--- src/rtl/bp_me_stream_dst_router.sv ---
`default_nettype none
// ============================================================================
//  Module   : bp_me_stream_dst_router
//  Purpose  : Registered stream stage that tags each BedRock message with the
//             xbar sink index decoded from its header address. Optional
//             unmapped-message counter: BP_ME_STREAM_ROUTER_UNMAPPED_CNT_EN.
//  Revision : 1.0  initial release
// ============================================================================

package bp_me_stream_dst_router_pkg;

    typedef enum logic [3:0] {
        e_bp_default_cfg    = 4'd0,
        e_bp_half_paddr_cfg = 4'd1
    } bp_params_e;

    function automatic int paddr_width_of(input bp_params_e cfg);
        case (cfg)
            e_bp_half_paddr_cfg: return 20;
            default:             return 40;
        endcase
    endfunction

endpackage

module bp_me_stream_dst_router
    import bp_me_stream_dst_router_pkg::*;
#(
    parameter bp_params_e bp_params_p     = e_bp_default_cfg,
    // Width/count parameters below are always overridden by the instantiating level
    parameter int         data_width_p    = 64,
    parameter int         payload_width_p = 32,
    parameter int         num_sink_p      = 2,
    parameter int         default_sink_p  = 0,
    localparam int        paddr_width_p        = paddr_width_of(bp_params_p),
    localparam int        lg_num_sink_lp       = (num_sink_p > 1) ? $clog2(num_sink_p) : 1,
    // Header layout, LSB first: msg_type[3:0], subop[3:0], addr, size[2:0], payload
    localparam int        xbar_header_width_lp = payload_width_p + 3 + paddr_width_p + 8
)(
    input  logic                                   clk_i,
    input  logic                                   reset_i,
    input  logic [num_sink_p*paddr_width_p-1:0]    sink_base_i,
    input  logic [num_sink_p*paddr_width_p-1:0]    sink_mask_i,
    input  logic [xbar_header_width_lp-1:0]        msg_header_i,
    input  logic [data_width_p-1:0]                msg_data_i,
    input  logic                                   msg_v_i,
    output logic                                   msg_ready_and_o,
    input  logic                                   msg_last_i,
    output logic [xbar_header_width_lp-1:0]        msg_header_o,
    output logic [data_width_p-1:0]                msg_data_o,
    output logic                                   msg_v_o,
    input  logic                                   msg_ready_and_i,
    output logic                                   msg_last_o,
    output logic [lg_num_sink_lp-1:0]              msg_dst_o
`ifdef BP_ME_STREAM_ROUTER_UNMAPPED_CNT_EN
  , output logic [15:0]                            unmapped_cnt_o
`endif
);

    localparam int c_addr_lsb = 8;

    typedef enum logic [0:0] {
        e_ready  = 1'b0,
        e_stream = 1'b1
    } state_e;

    state_e                    r_state;
    state_e                    w_state_next;
    logic [lg_num_sink_lp-1:0] r_dst;
    logic [lg_num_sink_lp-1:0] w_hit_idx;
    logic [lg_num_sink_lp-1:0] w_route_dst;
    logic [lg_num_sink_lp-1:0] w_beat_dst;
    logic                      w_hit;
    logic                      w_accept;
    logic                      w_header_accept;
    logic [paddr_width_p-1:0]  w_addr;

    // Single output register: a new beat may enter whenever the slot is empty or draining
    assign msg_ready_and_o = reset_i & (~msg_v_o | msg_ready_and_i);
    assign w_accept        = msg_v_i & msg_ready_and_o;
    assign w_header_accept = w_accept & (r_state == e_ready);
    assign w_addr          = msg_header_i[c_addr_lsb +: paddr_width_p];

    // Scan downward so the lowest matching sink is the one left standing
    always_comb begin
        w_hit     = 1'b0;
        w_hit_idx = '0;
        for (int i = num_sink_p - 1; i >= 0; i--) begin
            if ((w_addr & sink_mask_i[i*paddr_width_p +: paddr_width_p]) ==
                (sink_base_i[i*paddr_width_p +: paddr_width_p] &
                 sink_mask_i[i*paddr_width_p +: paddr_width_p])) begin
                w_hit     = 1'b1;
                w_hit_idx = lg_num_sink_lp'(i);
            end
        end
    end

    assign w_route_dst = w_hit ? w_hit_idx : lg_num_sink_lp'(default_sink_p);
    assign w_beat_dst  = (r_state == e_ready) ? w_route_dst : r_dst;

    always_comb begin
        w_state_next = r_state;
        if (w_accept) begin
            case (r_state)
                e_ready:  if (!msg_last_i) w_state_next = e_stream;
                e_stream: if (msg_last_i)  w_state_next = e_ready;
                default:  w_state_next = e_ready;
            endcase
        end
    end

    always_ff @(posedge clk_i or negedge reset_i) begin
        if (!reset_i) begin
            r_state <= e_ready;
            r_dst   <= '0;
        end else begin
            r_state <= w_state_next;
            if (w_header_accept) begin
                r_dst <= w_route_dst;
            end
        end
    end

    always_ff @(posedge clk_i or negedge reset_i) begin
        if (!reset_i) begin
            msg_v_o    <= 1'b0;
            msg_last_o <= 1'b0;
            msg_dst_o  <= '0;
        end else begin
            if (msg_ready_and_o) begin
                msg_v_o <= msg_v_i;
            end
            if (w_accept) begin
                msg_last_o <= msg_last_i;
                msg_dst_o  <= w_beat_dst;
            end
        end
    end

    // Payload registers carry no reset; msg_v_o qualifies them
    always_ff @(posedge clk_i) begin
        if (w_accept) begin
            msg_header_o <= msg_header_i;
            msg_data_o   <= msg_data_i;
        end
    end

`ifdef BP_ME_STREAM_ROUTER_UNMAPPED_CNT_EN
    logic [15:0] r_unmapped_cnt;

    always_ff @(posedge clk_i or negedge reset_i) begin
        if (!reset_i) begin
            r_unmapped_cnt <= '0;
        end else if (w_header_accept && !w_hit && (r_unmapped_cnt != 16'hFFFF)) begin
            r_unmapped_cnt <= r_unmapped_cnt + 16'd1;
        end
    end

    assign unmapped_cnt_o = r_unmapped_cnt;
`endif

endmodule

`default_nettype wire
--- config.mk ---
export PLATFORM = sky130hd
export DESIGN_NAME = bp_me_stream_dst_router
export DESIGN_NICKNAME = d
export VERILOG_FILES = /design/src/rtl/bp_me_stream_dst_router.sv
export SDC_FILE = /design/constraint.sdc
export NUM_CORES = 1
export LEC_CHECK = 0
export BUFFER_PORTS_ARGS = -buffer_cell sky130_fd_sc_hd__buf_4
export CAP_MARGIN = 40
export CORE_AREA = 3 3 178 180
export CTS_BUF_LIST = sky130_fd_sc_hd__clkbuf_8 sky130_fd_sc_hd__clkbuf_16
export CTS_CLUSTER_DIAMETER = 30
export CTS_CLUSTER_SIZE = 14
export DETAILED_ROUTE_END_ITERATION = 8
export DIE_AREA = 0 0 181 183
export PLACE_DENSITY = 0.43
export REMOVE_ABC_BUFFERS = 1
export SYNTH_ARGS = -nofsm -noshare
export SYNTH_HDL_FRONTEND = slang
export SYNTH_SLANG_ARGS = --single-unit
--- constraint.sdc ---
create_clock -name clk_i -period 3.9 [get_ports clk_i]
set_clock_uncertainty 0.2 [all_clocks]
set_input_delay 0.195 -clock clk_i [delete_from_list [all_inputs] [get_ports clk_i]]
set_output_delay 0.195 -clock clk_i [all_outputs]
set_load 0.005 [all_outputs]
* Word-level counts from Yosys, hierarchy flattened
Cells that the tools add are included. Widths: inputs -> output; s select.
Storage, ports and cells: register bits after elaboration 152, bits of input ports 312, logic and storage cells 25
Cells by class: bitwise gates (word level) 10, equality and inequality tests 2, mux-type cells 6
Operator list (number):
- $and 40x40->40 | 4
- $eq 40x40->1 | 2
- $mux 1 | 6
- $and 1x1->1 | 3
- $not 1->1 | 2
- $or 1x1->1 | 1

* Logic depth before layout (Yosys ltp)
Gate-level depths: netlist (run 1).
depth after elaboration 6, depth in mapped cells 7, mapped depth without buffers 6

* Least setup slack after synthesis (run 1)
Ideal clock, no wire load.
path kind register to register, start reg msg_v_o, end reg msg_dst_o, buffers on the path 1, setup slack 1.029 ns, required time 3.634 ns, arrival 2.606 ns, stages on the path, launching flop included 8, setup time 0.066 ns, cells stage by stage dfrtp_1 > nand2b_1 > and3_1 > buf_4 > nand2b_4 > or3_1 > a2111oi_1 > or2_1
On the way: longest elaborated chain between the ends 4
RTL lines:
- start: declaration | RTL line 51 | output logic msg_v_o,
- start signal: assignment | RTL line 131 | msg_v_o <= msg_v_i;
- $not 1->1 | RTL line 79 | assign msg_ready_and_o = reset_i & (~msg_v_o | msg_ready_and_i);
- $or 1x1->1 | RTL line 79
- $and 1x1->1 | RTL line 79
- $and 1x1->1 | RTL line 80 | assign w_accept = msg_v_i & msg_ready_and_o;
- via w_accept | RTL line 74 | logic w_accept;
- end signal: assignment | RTL line 135 | msg_dst_o <= w_beat_dst;
- end: declaration | RTL line 54 | output logic [lg_num_sink_lp-1:0] msg_dst_o
The timed path passes the listed nets, and every way through them passes these cells. A chain may end at the register's enable or synchronous reset.

* Final worst setup path (run 1)
start in msg_header_i[45], end reg msg_dst_o
On the way: longest elaborated chain between the ends 6, elaborated cells between the ends (all ways) 9, those cells by class eq/ne: 2; mux: 5; bitwise: 2
RTL lines:
- start: declaration | RTL line 44 | input logic [xbar_header_width_lp-1:0] msg_header_i,
- $and 40x40->40 | RTL line 89 | if ((w_addr & sink_mask_i[i*paddr_width_p +: paddr_width_p]) ==
- $eq 40x40->1 | RTL line 89
- $mux 1 (2 in a row) | RTL line 89
- $mux 1 * | RTL line 98 | assign w_route_dst = w_hit ? w_hit_idx : lg_num_sink_lp'(default_sink_p);
- $mux 1 * | RTL line 99 | assign w_beat_dst = (r_state == e_ready) ? w_route_dst : r_dst;
Mark *: on every way between the ends. The rest lies on a longest branch, timed or not.

==> metrics.csv, run 1 <==
stage,metric,value,unit
run_status,outcome,completed,
clock_network,path_clk_slew,0.07,ns
clock_network,tritoncts,yes,
yosys,yosysMostFrequentCell,edfxtp_1,
sta,setup_viol,0,
yosys,ys_top_cells_by_count,"edfxtp_1, xor2_1, a22oi_1",
die,rows,64,
placed_design,dp_hpwl,19.9,mm
sta,fmax,418,MHz
worst_hold_path,hold_path_class,in2reg,
clock_network,cts-root-buf,clkbuf_16,
power,vdd_ir_drop_max,228,uV
route,first_pass_iters,4,
yosys,synth_area_leader_cell,edfxtp_1,
cells_and_area,multiInputGateArea,1210,um^2
power,power_leakage,5.08,nW
yosys,synth_top_area_share,76.7,%
die,fp.dieH,183,um
placed_design,port_buffers,462,
yosys,synth_seq_cells,152,
clock_network,cts_buffers,17,
grt,grt_pass1_wl,35.2,mm
worst_setup_path,worstPathRequired,4.06,ns
yosys,netlist_instances,298,
yosys,netlist_area,5760,um^2
sta,finalHoldViolCount,0,
sta,drv_slew,0,
die,coreArea,30300,um^2
die,chipWidth,181,um
yosys,synth.distinct_cells,25,
cells_and_area,area_growth,106,%
clock_network,cts_buffer_depth,2,
yosys,synth_top_flop_cell,edfxtp_1,
clock_network,htreeDepth,4,
cells_and_area,num-nets-final,1242,
yosys,synth_area_leaders,"edfxtp_1, xor2_1, a22oi_1",
grt,gr-usage-all-layers,14.5,%
route,drt_iter0_markers,150,
worst_setup_path,critPathCaptureType,flop,
die,ios,463,
route,routed_via_density,3.80,
route,wirelength,25.1,mm
sta,hold_slack,0.0467,ns
grt,gr-total-overflow,0,
route,remaining_drc_errors,0,
cells_and_area,final_area,11800,um^2
grt,grt_max_degree,153,
sta,worst_pin_slew,0.847,ns
yosys,synth-edff-count,147,
cells_and_area,num-fill-cells,2923,
route,antenna_left,0,
sta,grt_setup_unrepaired,false,
grt,antenna_found_initial,0,
worst_setup_path,cp-start-kind,primary input,
worst_setup_path,path_class,in2reg,
cells_and_area,layout-drive-gt1-share,53.2,%
power,power,4.28,mW
sta,finalCritPeriodShare,61.3,%
route,vias,5083,
die,start_util,19.0,%
route,post_drt_wl_per_cell,18.8,um
job,maxCapViolations,0,
sta,slew_headroom,43.5,%
placed_design,placed_area,9740,um^2
worst_setup_path,arrival,2.55,ns
clock_network,clock-sinks,152,
placed_design,gp_congestion,0.803,
cells_and_area,diodes,0,
worst_setup_path,r2r_slack,1.75,ns
cells_and_area,finalNonFillerCells,1339,
die,die-area,33100,um^2
yosys,synth_area_per_cell,19.3,um^2
placed_design,place_inst,1156,
worst_setup_path,crit_path_max_fanout,3,
sta,layout_min_cycle_time,2.39,ns
cells_and_area,fin_util,39.0,%
power,cellPowerDensity,362,nW/um^2
yosys,async_flop_share,3.29,%
yosys,yosysWarningCount,0,
yosys,yosysSeqAreaShare,78.9,%
clock_network,clock_latency,0.42,ns
grt,grt_pass1_vias,5566,
cells_and_area,seqCellArea,4540,um^2
## state kept, by name, summed over array words and instances, names as in the netlist
signal	cells
msg_v_o	1
msg_data_o	64
r_state	1
msg_last_o	1
msg_dst_o	1
r_dst	1
msg_header_o	83
## power breakdown
part           switching [mW]  internal, mW  leakage [nW]
clock                   0.744         0.904         0.276
sequential             0.0249          1.89          1.43
combinational           0.270         0.451          3.37
total                    1.04          3.24          5.08
## critical path, stage by stage
cell and delay, ns:
dlygate4sd3_1 0.53, buf_4 0.15, xor2_1 0.15, a22oi_1 0.21, nand4_1 0.15, or3_1 0.43
a2111oi_1 0.57, or2_1 0.17
## metal layers
| layer | global-route usage (%) | routed length, um | part of all wire, % | vias up |
|---|---|---|---|---|
| met5 | 0 | 0 | 0 | - |
| met4 | 3.78 | 299 | 1.2 | 0 |
| met3 | 4.96 | 2060 | 8.2 | 13 |
| met2 | 27.6 | 13700 | 55 | 286 |
| met1 | 15.4 | 9080 | 36 | 2341 |
| li1 | - | - | - | 2443 |
## worst paths after layout
path | depth (start not counted) | end | from
worst max-delay path | 8 | msg_dst_o$_DFFE_PN0P_ | msg_header_i[45]
worst min-delay path | 5 | r_dst$_DFFE_PN0P_ | sink_mask_i[55]
worst max register to register | 6 | msg_dst_o$_DFFE_PN0P_ | msg_v_o$_DFFE_PN0P_
worst min register to register | 1 | r_dst$_DFFE_PN0P_ | r_dst$_DFFE_PN0P_
max in group asynchronous | 3 | r_state$_DFFE_PN0P_ | reset_i
min in group asynchronous | 3 | msg_v_o$_DFFE_PN0P_ | reset_i
## per-stage QoR
step	worst slack, ns	setup TNS [ns]
detailed placement	1.57	0
global placement	1.61	0
floorplan	-1.27	-131.10
CTS	1.48	0
finish	1.51	0
global route	1.37	0
## cell type report
class                   instances  area share (%)
flip-flops and latches        152            38.4
repair buffers                614            42.3
multi-input cells             145            10.3
clock inverters                15            1.32
well taps                     396            4.19
clock buffers                  17            3.60
## what timing repair did
item / 4_1_cts / 5_1_grt
endpoints found under the hold margin: 155 / 0
hold buffers: 151 / 0
resized for setup: 0 / 0
buffers inserted: 0 / 0
## cells in the final DEF (no fill, tap or decap), drive strengths merged
cell type      n
a2111oi        1
a21o           1
a21oi          2
a221oi         6
a22o           6
a22oi         28
and2           1
and3           1
and4           1
buf          463
bufinv         1
clkbuf        17
clkinv         3
clkinvlp       3
dfrtp          5
dlygate4sd3  151
edfxtp       147
inv            8
mux2           2
nand2          2
nand2b         2
nand4          7
nor2           2
nor4           1
or2            1
or3            1
xor2          80
## cell families (layout without fill, tap and decap cells)
group                  Yosys count  count (layout)  synth area share [%]
AO/OA/AOI/OAI                   44              44                  6.13
XOR/XNOR                        80              80                  12.2
buffers and inverters            1             646                 0.130
flip-flops                     152             152                  78.9
multiplexers                     2               2                 0.391
AND/OR/NAND/NOR                 19              19                  2.30
Note: power is estimated with default switching activity, not from simulation.
==> inputs of run 2 (changes only) <==
--- a/config.mk
+++ b/config.mk
@@ -7,13 +7,13 @@
 export LEC_CHECK = 0
 export BUFFER_PORTS_ARGS = -buffer_cell sky130_fd_sc_hd__buf_4
 export CAP_MARGIN = 40
-export CORE_AREA = 3 3 178 180
+export CORE_AREA = 3 3 177 179
 export CTS_BUF_LIST = sky130_fd_sc_hd__clkbuf_8 sky130_fd_sc_hd__clkbuf_16
 export CTS_CLUSTER_DIAMETER = 30
 export CTS_CLUSTER_SIZE = 14
 export DETAILED_ROUTE_END_ITERATION = 8
-export DIE_AREA = 0 0 181 183
-export PLACE_DENSITY = 0.43
+export DIE_AREA = 0 0 180 182
+export PLACE_DENSITY = 0.45
 export REMOVE_ABC_BUFFERS = 1
 export SYNTH_ARGS = -nofsm -noshare
 export SYNTH_HDL_FRONTEND = slang
==> constraint.sdc (replaced) <==
create_clock -name clk_i -period 2.17 [get_ports clk_i]
set_clock_uncertainty 0.2 [all_clocks]
set_input_delay 0.1085 -clock clk_i [delete_from_list [all_inputs] [get_ports clk_i]]
set_output_delay 0.1085 -clock clk_i [all_outputs]
set_load 0.005 [all_outputs]
==> metrics.csv, run 2 (synthesized netlist as in run 1, its figures left out) <==
stage,metric,value,unit,change
power,clockPowerShare,36.8,%,was 38.5%
route,antenna_left,0,,unchanged
worst_setup_path,crit_path_max_fanout,3,,unchanged
power,power.internal,5.72,mW,was 3.24 mW
die,start_util,19.4,%,was 19.0%
run_status,outcome,completed,,unchanged
sta,finalCritPeriodShare,94.3,%,
die,coreArea,29700,um^2,was 30300 um^2
route,first_pass_iters,4,,unchanged
sta,layout_min_cycle_time,2.05,ns,
route,m1WireLength,9.43,mm,was 9.08 mm
sta,drv_slew,0,,unchanged
power,p_comb_share,17.8,%,was 16.8%
worst_setup_path,cp-start-kind,primary input,,unchanged
cells_and_area,finalNonFillerCells,1348,,was 1339
clock_network,clock_latency,0.41,ns,was 0.42 ns
cells_and_area,num-fill-cells,2868,,was 2923
clock_network,clock-sinks,152,,unchanged
clock_network,cts-root-buf,clkbuf_16,,unchanged
cells_and_area,final_common_cell,buf_4,,unchanged
worst_setup_path,path_class,in2reg,,unchanged
worst_setup_path,r2r_slack,0.27,ns,was 1.75 ns
worst_setup_path,arrival,2.14,ns,was 2.55 ns
cells_and_area,area_growth,108,%,was 106%
die,fp.dieH,182,um,was 183 um
sta,layout_setup_ws,0.123,ns,was 1.51 ns
route,wirelength,25.3,mm,was 25.1 mm
route,wl_met2,13.4,mm,was 13.7 mm
grt,gr-total-overflow,0,,unchanged
cells_and_area,multiInputGateArea,1260,um^2,was 1210 um^2
placed_design,place_worst_setup_slack,-0.290,ns,was 1.57 ns
cells_and_area,reg.largest.list,"msg_header_o: 83 flops, msg_data_o: 64 flops",,unchanged
power,vdd_ir_drop_max,419,uV,was 228 uV
power,power_leakage,5.14,nW,was 5.08 nW
power,switchingPower,1.83,mW,was 1.04 mW
grt,antenna_found_initial,1,,was 0
die,rows,63,,was 64
grt,gr-usage-all-layers,15.0,%,was 14.5%
sta,setup_viol,0,,unchanged
route,top_layer,met4,,unchanged
route,drt_iter0_markers,147,,was 150
cells_and_area,final_area,12000,um^2,was 11800 um^2
cells_and_area,largest_register_ffs,83,,unchanged
power,power_frac_seq,45.5,%,was 44.7%
placed_design,place_inst,1157,,was 1156
clock_network,path_clk_slew,0.06,ns,was 0.07 ns
cells_and_area,num-nets-final,1256,,was 1242
route,wl_met3,2.03,mm,was 2.06 mm
sta,hold_slack,0.00586,ns,was 0.0467 ns
route,remaining_drc_errors,0,,unchanged
cells_and_area,layout_common_cells,"buf_4, dlygate4sd3_1, edfxtp_1",,unchanged
worst_setup_path,worstPathRequired,2.26,ns,was 4.06 ns
clock_network,tritoncts,yes,,unchanged
grt,grt_pass1_vias,5751,,was 5566
route,vias,5155,,was 5083
clock_network,cts_buffer_depth,2,,unchanged
worst_setup_path,critPathCaptureType,flop,,unchanged
placed_design,gp_congestion,0.791,,was 0.803
cells_and_area,seqCellArea,4540,um^2,unchanged
placed_design,port_buffers,462,,unchanged
placed_design,dp_hpwl,20.2,mm,was 19.9 mm
die,ios,463,,unchanged
route,post_drt_wl_per_cell,18.8,um,about the same
sta,slew_headroom,59.6,%,was 43.5%
grt,grt_max_degree,55,,was 153
sta,finalHoldViolCount,0,,unchanged
clock_network,cts_buffers,17,,unchanged
placed_design,placed_area,9790,um^2,was 9740 um^2
sta,grt_setup_unrepaired,false,,unchanged
sta,worst_pin_slew,0.604,ns,was 0.847 ns
die,die-area,32800,um^2,was 33100 um^2
job,maxCapViolations,0,,unchanged
sta,fmax,489,MHz,
route,routed_via_density,3.82,,was 3.80
grt,grt_pass1_wl,36.2,mm,was 35.2 mm
power,swShare,24.3,%,about the same
worst_hold_path,hold_path_class,in2reg,,unchanged
die,chipWidth,180,um,was 181 um
cells_and_area,top_register,msg_header_o,,unchanged
power,cellPowerDensity,631,nW/um^2,was 362 nW/um^2
cells_and_area,layout-drive-gt1-share,53.6,%,was 53.2%
clock_network,htreeDepth,4,,unchanged
clock_network,post_cts_buffers,0,,unchanged
[run 2: cell types whose count changed in the layout (fill, tap and decap cells not counted), moves of 3 or more]
cell,previous run,this run
a221oi_1,6,3
a221oi_2,0,3
buf_4,462,468
dlygate4sd3_1,151,158
[run 2: what timing repair did]
item                                    4_1_cts  5_1_grt
gates resized for setup                       2        4
hold endpoints to repair                    156        0
pin swaps                                     0        2
hold buffers                                158        0
endpoints found under the setup margin        2        2
[run 2: path summary, 6_finish.rpt]
path,from,endpoint,depth (start not counted)
min,sink_mask_i[46],r_dst$_DFFE_PN0P_,5
min in group asynchronous,reset_i,msg_v_o$_DFFE_PN0P_,3
max in group asynchronous,reset_i,r_dst$_DFFE_PN0P_,3
max reg2reg,msg_v_o$_DFFE_PN0P_,msg_data_o[21]$_DFFE_PP_,4
min reg2reg,r_dst$_DFFE_PN0P_,r_dst$_DFFE_PN0P_,1
max,msg_header_i[19],msg_dst_o$_DFFE_PN0P_,10
[run 2: cell type report]
| class | count | area share [%] |
|---|---|---|
| Clock buffer | 17 | 3.56 |
| Timing Repair Buffer | 628 | 42.9 |
| Sequential cell | 152 | 37.9 |
| Antenna cell | 1 | 0.0209 |
| Clock inverter | 15 | 0.973 |
| Tap cell | 390 | 4.08 |
| Multi-Input combinational cell | 145 | 10.5 |
[run 2: layer usage]
layer / global-route usage [%] / vias up
li1: - / 2466
met1: 16.3 / 2385
met2: 27.3 / 286
met3: 5.25 / 18
met4: 4.76 / 0
met5: 0 / -
[run 2: critical path, cell delays in order]
cell and delay, ns:
dlygate4sd3_1 0.53, buf_4 0.15, xor2_1 0.15, a22oi_1 0.16, buf_4 0.16, nand4_1 0.10
nor4_2 0.32, buf_4 0.18, a2111oi_4 0.08, or2_1 0.21
[run 2: metrics by stage]
step / total power [mW] / utilization (%) / TNS [ns]
after detailed placement: 4.61 / 33.0 / -0.533
after CTS: 7.71 / 40.2 / 0
final: 7.55 / 40.3 / 0
after global placement: 4.60 / 33.0 / -0.461
after floorplan: 3.78 / - / -392.33
after global routing: 7.92 / 40.3 / 0
[run 2: power by group through the flow]
stage	combinational, mW	clock, mW	sequential (mW)
after floorplan	0.242	0	3.54
after global placement	1.11	0	3.50
after detailed placement	1.11	0	3.50
after CTS	1.36	2.91	3.44
after global routing	1.44	3.03	3.45
final	1.34	2.78	3.44
==> inputs of run 3 (changes only) <==
--- a/config.mk
+++ b/config.mk
@@ -13,7 +13,7 @@
 export CTS_CLUSTER_SIZE = 14
 export DETAILED_ROUTE_END_ITERATION = 8
 export DIE_AREA = 0 0 180 182
-export PLACE_DENSITY = 0.45
+export GPL_TIMING_DRIVEN = 0
 export REMOVE_ABC_BUFFERS = 1
 export SYNTH_ARGS = -nofsm -noshare
 export SYNTH_HDL_FRONTEND = slang
==> metrics.csv, run 3 (synthesized netlist as in run 1, its figures left out) <==
stage,metric,value,unit,change
cells_and_area,final_common_cell,buf_4,,unchanged
cells_and_area,reg.largest.list,"msg_header_o: 83 flops, msg_data_o: 64 flops",,unchanged
clock_network,clock_latency,0.41,ns,about the same
sta,slew_headroom,59.2,%,was 59.6%
placed_design,gp_congestion,0.855,,was 0.791
clock_network,clock-sinks,152,,unchanged
cells_and_area,top_register,msg_header_o,,unchanged
sta,layout_min_cycle_time,2.03,ns,was 2.05 ns
power,cellPowerDensity,654,nW/um^2,was 631 nW/um^2
power,vdd_ir_drop_max,413,uV,was 419 uV
die,start_util,19.4,%,unchanged
worst_setup_path,crit_path_end,msg_dst_o$_DFFE_PN0P_,,unchanged
route,remaining_drc_errors,0,,unchanged
sta,hold_slack,0.124,ns,was 0.00586 ns
power,power_leakage,5.14,nW,about the same
worst_setup_path,path_class,reg2reg,,was in2reg
worst_setup_path,critPathCaptureType,flop,,unchanged
worst_setup_path,crit_buf_inv,1,,was 4
die,fp.dieH,182,um,unchanged
worst_setup_path,cp-start-kind,flop,,was primary input
grt,gr-total-overflow,0,,unchanged
power,swShare,23.9,%,was 24.3%
die,rows,63,,unchanged
sta,fmax,493,MHz,was 489 MHz
worst_hold_path,min-delay-start,msg_ready_and_i,,was sink_mask_i[46]
route,vias,5304,,was 5155
die,ios,463,,unchanged
placed_design,port_buffers,462,,unchanged
worst_setup_path,crit_chain,nand2b_4 -> and3_4 -> nand2b_4 -> or3_4 -> a2111oi_4 -> buf_4 -> or2_1,,was dlygate4sd3_1 -> buf_4 -> xor2_1 -> a22oi_1 -> buf_4 -> nand4_1 -> nor4_2 -> buf_4 -> a2111oi_4 -> or2_1
cells_and_area,area_growth,108,%,about the same
die,die-area,32800,um^2,unchanged
worst_setup_path,critPathTopFamily,simple AND/OR/NAND/NOR gates,,was buffers and inverters
power,power.internal,5.95,mW,was 5.72 mW
sta,layout_setup_ws,0.140,ns,was 0.123 ns
cells_and_area,fin_util,40.2,%,was 40.3%
cells_and_area,largest_register_ffs,83,,unchanged
sta,drv_slew,0,,unchanged
cells_and_area,layout_common_cells,"buf_4, dlygate4sd3_1, edfxtp_1",,unchanged
route,drt_iter0_markers,165,,was 147
worst_setup_path,crit_top_cell,nand2b_4,,was buf_4
worst_setup_path,r2r_cells,7,,was 4
worst_setup_path,arrival,2.19,ns,was 2.14 ns
power,clockPowerShare,38.7,%,was 36.8%
placed_design,place_worst_setup_slack,-0.744,ns,was -0.290 ns
route,wirelength,25.7,mm,was 25.3 mm
worst_setup_path,r2r-end,msg_dst_o$_DFFE_PN0P_,,was msg_data_o[21]$_DFFE_PP_
worst_setup_path,cp-startpoint,msg_v_o$_DFFE_PN0P_,,was msg_header_i[19]
job,maxCapViolations,0,,unchanged
route,routed_via_density,3.96,,was 3.82
sta,finalCritPeriodShare,93.5,%,was 94.3%
worst_setup_path,rr_startpoint,msg_v_o$_DFFE_PN0P_,,unchanged
clock_network,htreeDepth,4,,unchanged
grt,grt_pass1_wl,36.5,mm,was 36.2 mm
worst_setup_path,cpPeakStageDelay,0.41,ns,was 0.53 ns
run_status,outcome,completed,,unchanged
die,chipWidth,180,um,unchanged
cells_and_area,num-nets-final,1249,,was 1256
power,power,7.82,mW,was 7.55 mW
placed_design,dp_hpwl,19.4,mm,was 20.2 mm
clock_network,cts-root-buf,clkbuf_16,,unchanged
power,switchingPower,1.86,mW,was 1.83 mW
sta,finalHoldViolCount,0,,unchanged
clock_network,tritoncts,yes,,unchanged
sta,setup_viol,0,,unchanged
worst_setup_path,crit_cells,7,,was 10
sta,worst_pin_slew,0.613,ns,was 0.604 ns
route,post_drt_wl_per_cell,19.2,um,was 18.8 um
clock_network,cts_buffers,17,,unchanged
worst_hold_path,hold_path_class,in2reg,,unchanged
worst_setup_path,crit_path_max_fanout,2,,was 3
power,p_comb_share,17.2,%,was 17.8%
grt,grt_pass1_vias,5931,,was 5751
worst_hold_path,hold_path_depth,5,,unchanged
route,first_pass_iters,4,,unchanged
grt,grt_max_degree,63,,was 55
grt,antenna_found_initial,3,,was 1
worst_setup_path,slowest_stage,dfrtp_1,,was dlygate4sd3_1
route,antenna_left,0,,unchanged
worst_setup_path,r2r_slack,0.14,ns,was 0.27 ns
grt,gr-usage-all-layers,15.0,%,about the same
clock_network,path_clk_slew,0.07,ns,was 0.06 ns
power,power_frac_seq,44.1,%,was 45.5%
cells_and_area,layout-drive-gt1-share,54.2,%,was 53.6%
die,coreArea,29700,um^2,unchanged
worst_setup_path,worstPathRequired,2.33,ns,was 2.26 ns
sta,grt_setup_unrepaired,false,,unchanged
clock_network,cts_buffer_depth,2,,unchanged
[run 3: cell count changes in the layout (fill, tap and decap cells not counted), moves of 2 or more]
cell	delta
dlygate4sd3_1	-7
buf_4	-2
inv_6	-3
inv_8	+2
bufinv_16	+2
a221oi_2	-2
a221oi_1	+2
and3_2	+2
[run 3: per-layer routing]
metal	track usage (%)	wire length, um	up-vias
met3	4.53	2020	25
met1	17.1	9960	2509
met2	26.7	13100	314
met5	0	0	-
met4	5.45	640	0
li1	-	-	2456
[run 3: how the worst min path moves through the flow]
| stage | end | slack [ns] |
|---|---|---|
| after floorplan | msg_dst_o$_DFFE_PN0P_ | -0.39 |
| after global placement | msg_v_o$_DFFE_PN0P_ | -0.28 |
| after detailed placement | msg_v_o$_DFFE_PN0P_ | -0.28 |
| after CTS | r_dst$_DFFE_PN0P_ | 0.09 |
| after global routing | r_dst$_DFFE_PN0P_ | 0.12 |
| final | r_dst$_DFFE_PN0P_ | 0.12 |
[run 3: repair_timing]
| item | CTS | global route |
|---|---|---|
| gates resized for setup | 8 | 2 |
| setup endpoints to repair | 3 | 1 |
| hold buffers | 151 | 0 |
| endpoints found under the hold margin | 155 | 0 |
| pin swaps | 1 | 0 |
| setup buffers | 3 | 0 |
| cloned | 2 | 0 |
[run 3: worst min-delay path, stage by stage]
cell      delay (ns)
buf_4           0.11
nand2b_4        0.13
and3_4          0.18
nand2b_4        0.06
a21o_1          0.10
[run 3: stage by stage]
step                      cell area, um^2  instances  TNS, ns
final                               12000       1340        0
after global routing                12000       1340        0
after CTS                           11900       1339        0
after detailed placement             9770       1152    -1.52
after global placement               9700       1149  -640.76
after floorplan                      5750        297  -392.33
[run 3: power by group through the flow]
stage | sequential, mW | clock [mW] | combinational, mW
finish | 3.44 | 3.02 | 1.35
detailed placement | 3.51 | 0 | 1.09
global route | 3.45 | 3.28 | 1.44
CTS | 3.44 | 3.14 | 1.35
global placement | 3.54 | 0 | 1.07
floorplan | 3.54 | 0 | 0.242
[run 3: area by class of cell]
class                   count  area, um^2
fillers                  2780       17800
repair buffers            619        5060
flip-flops and latches    152        4540
multi-input cells         147        1280
well taps                 390         488
clock buffers              17         425
clock inverters            14         165
diodes                      1        2.50
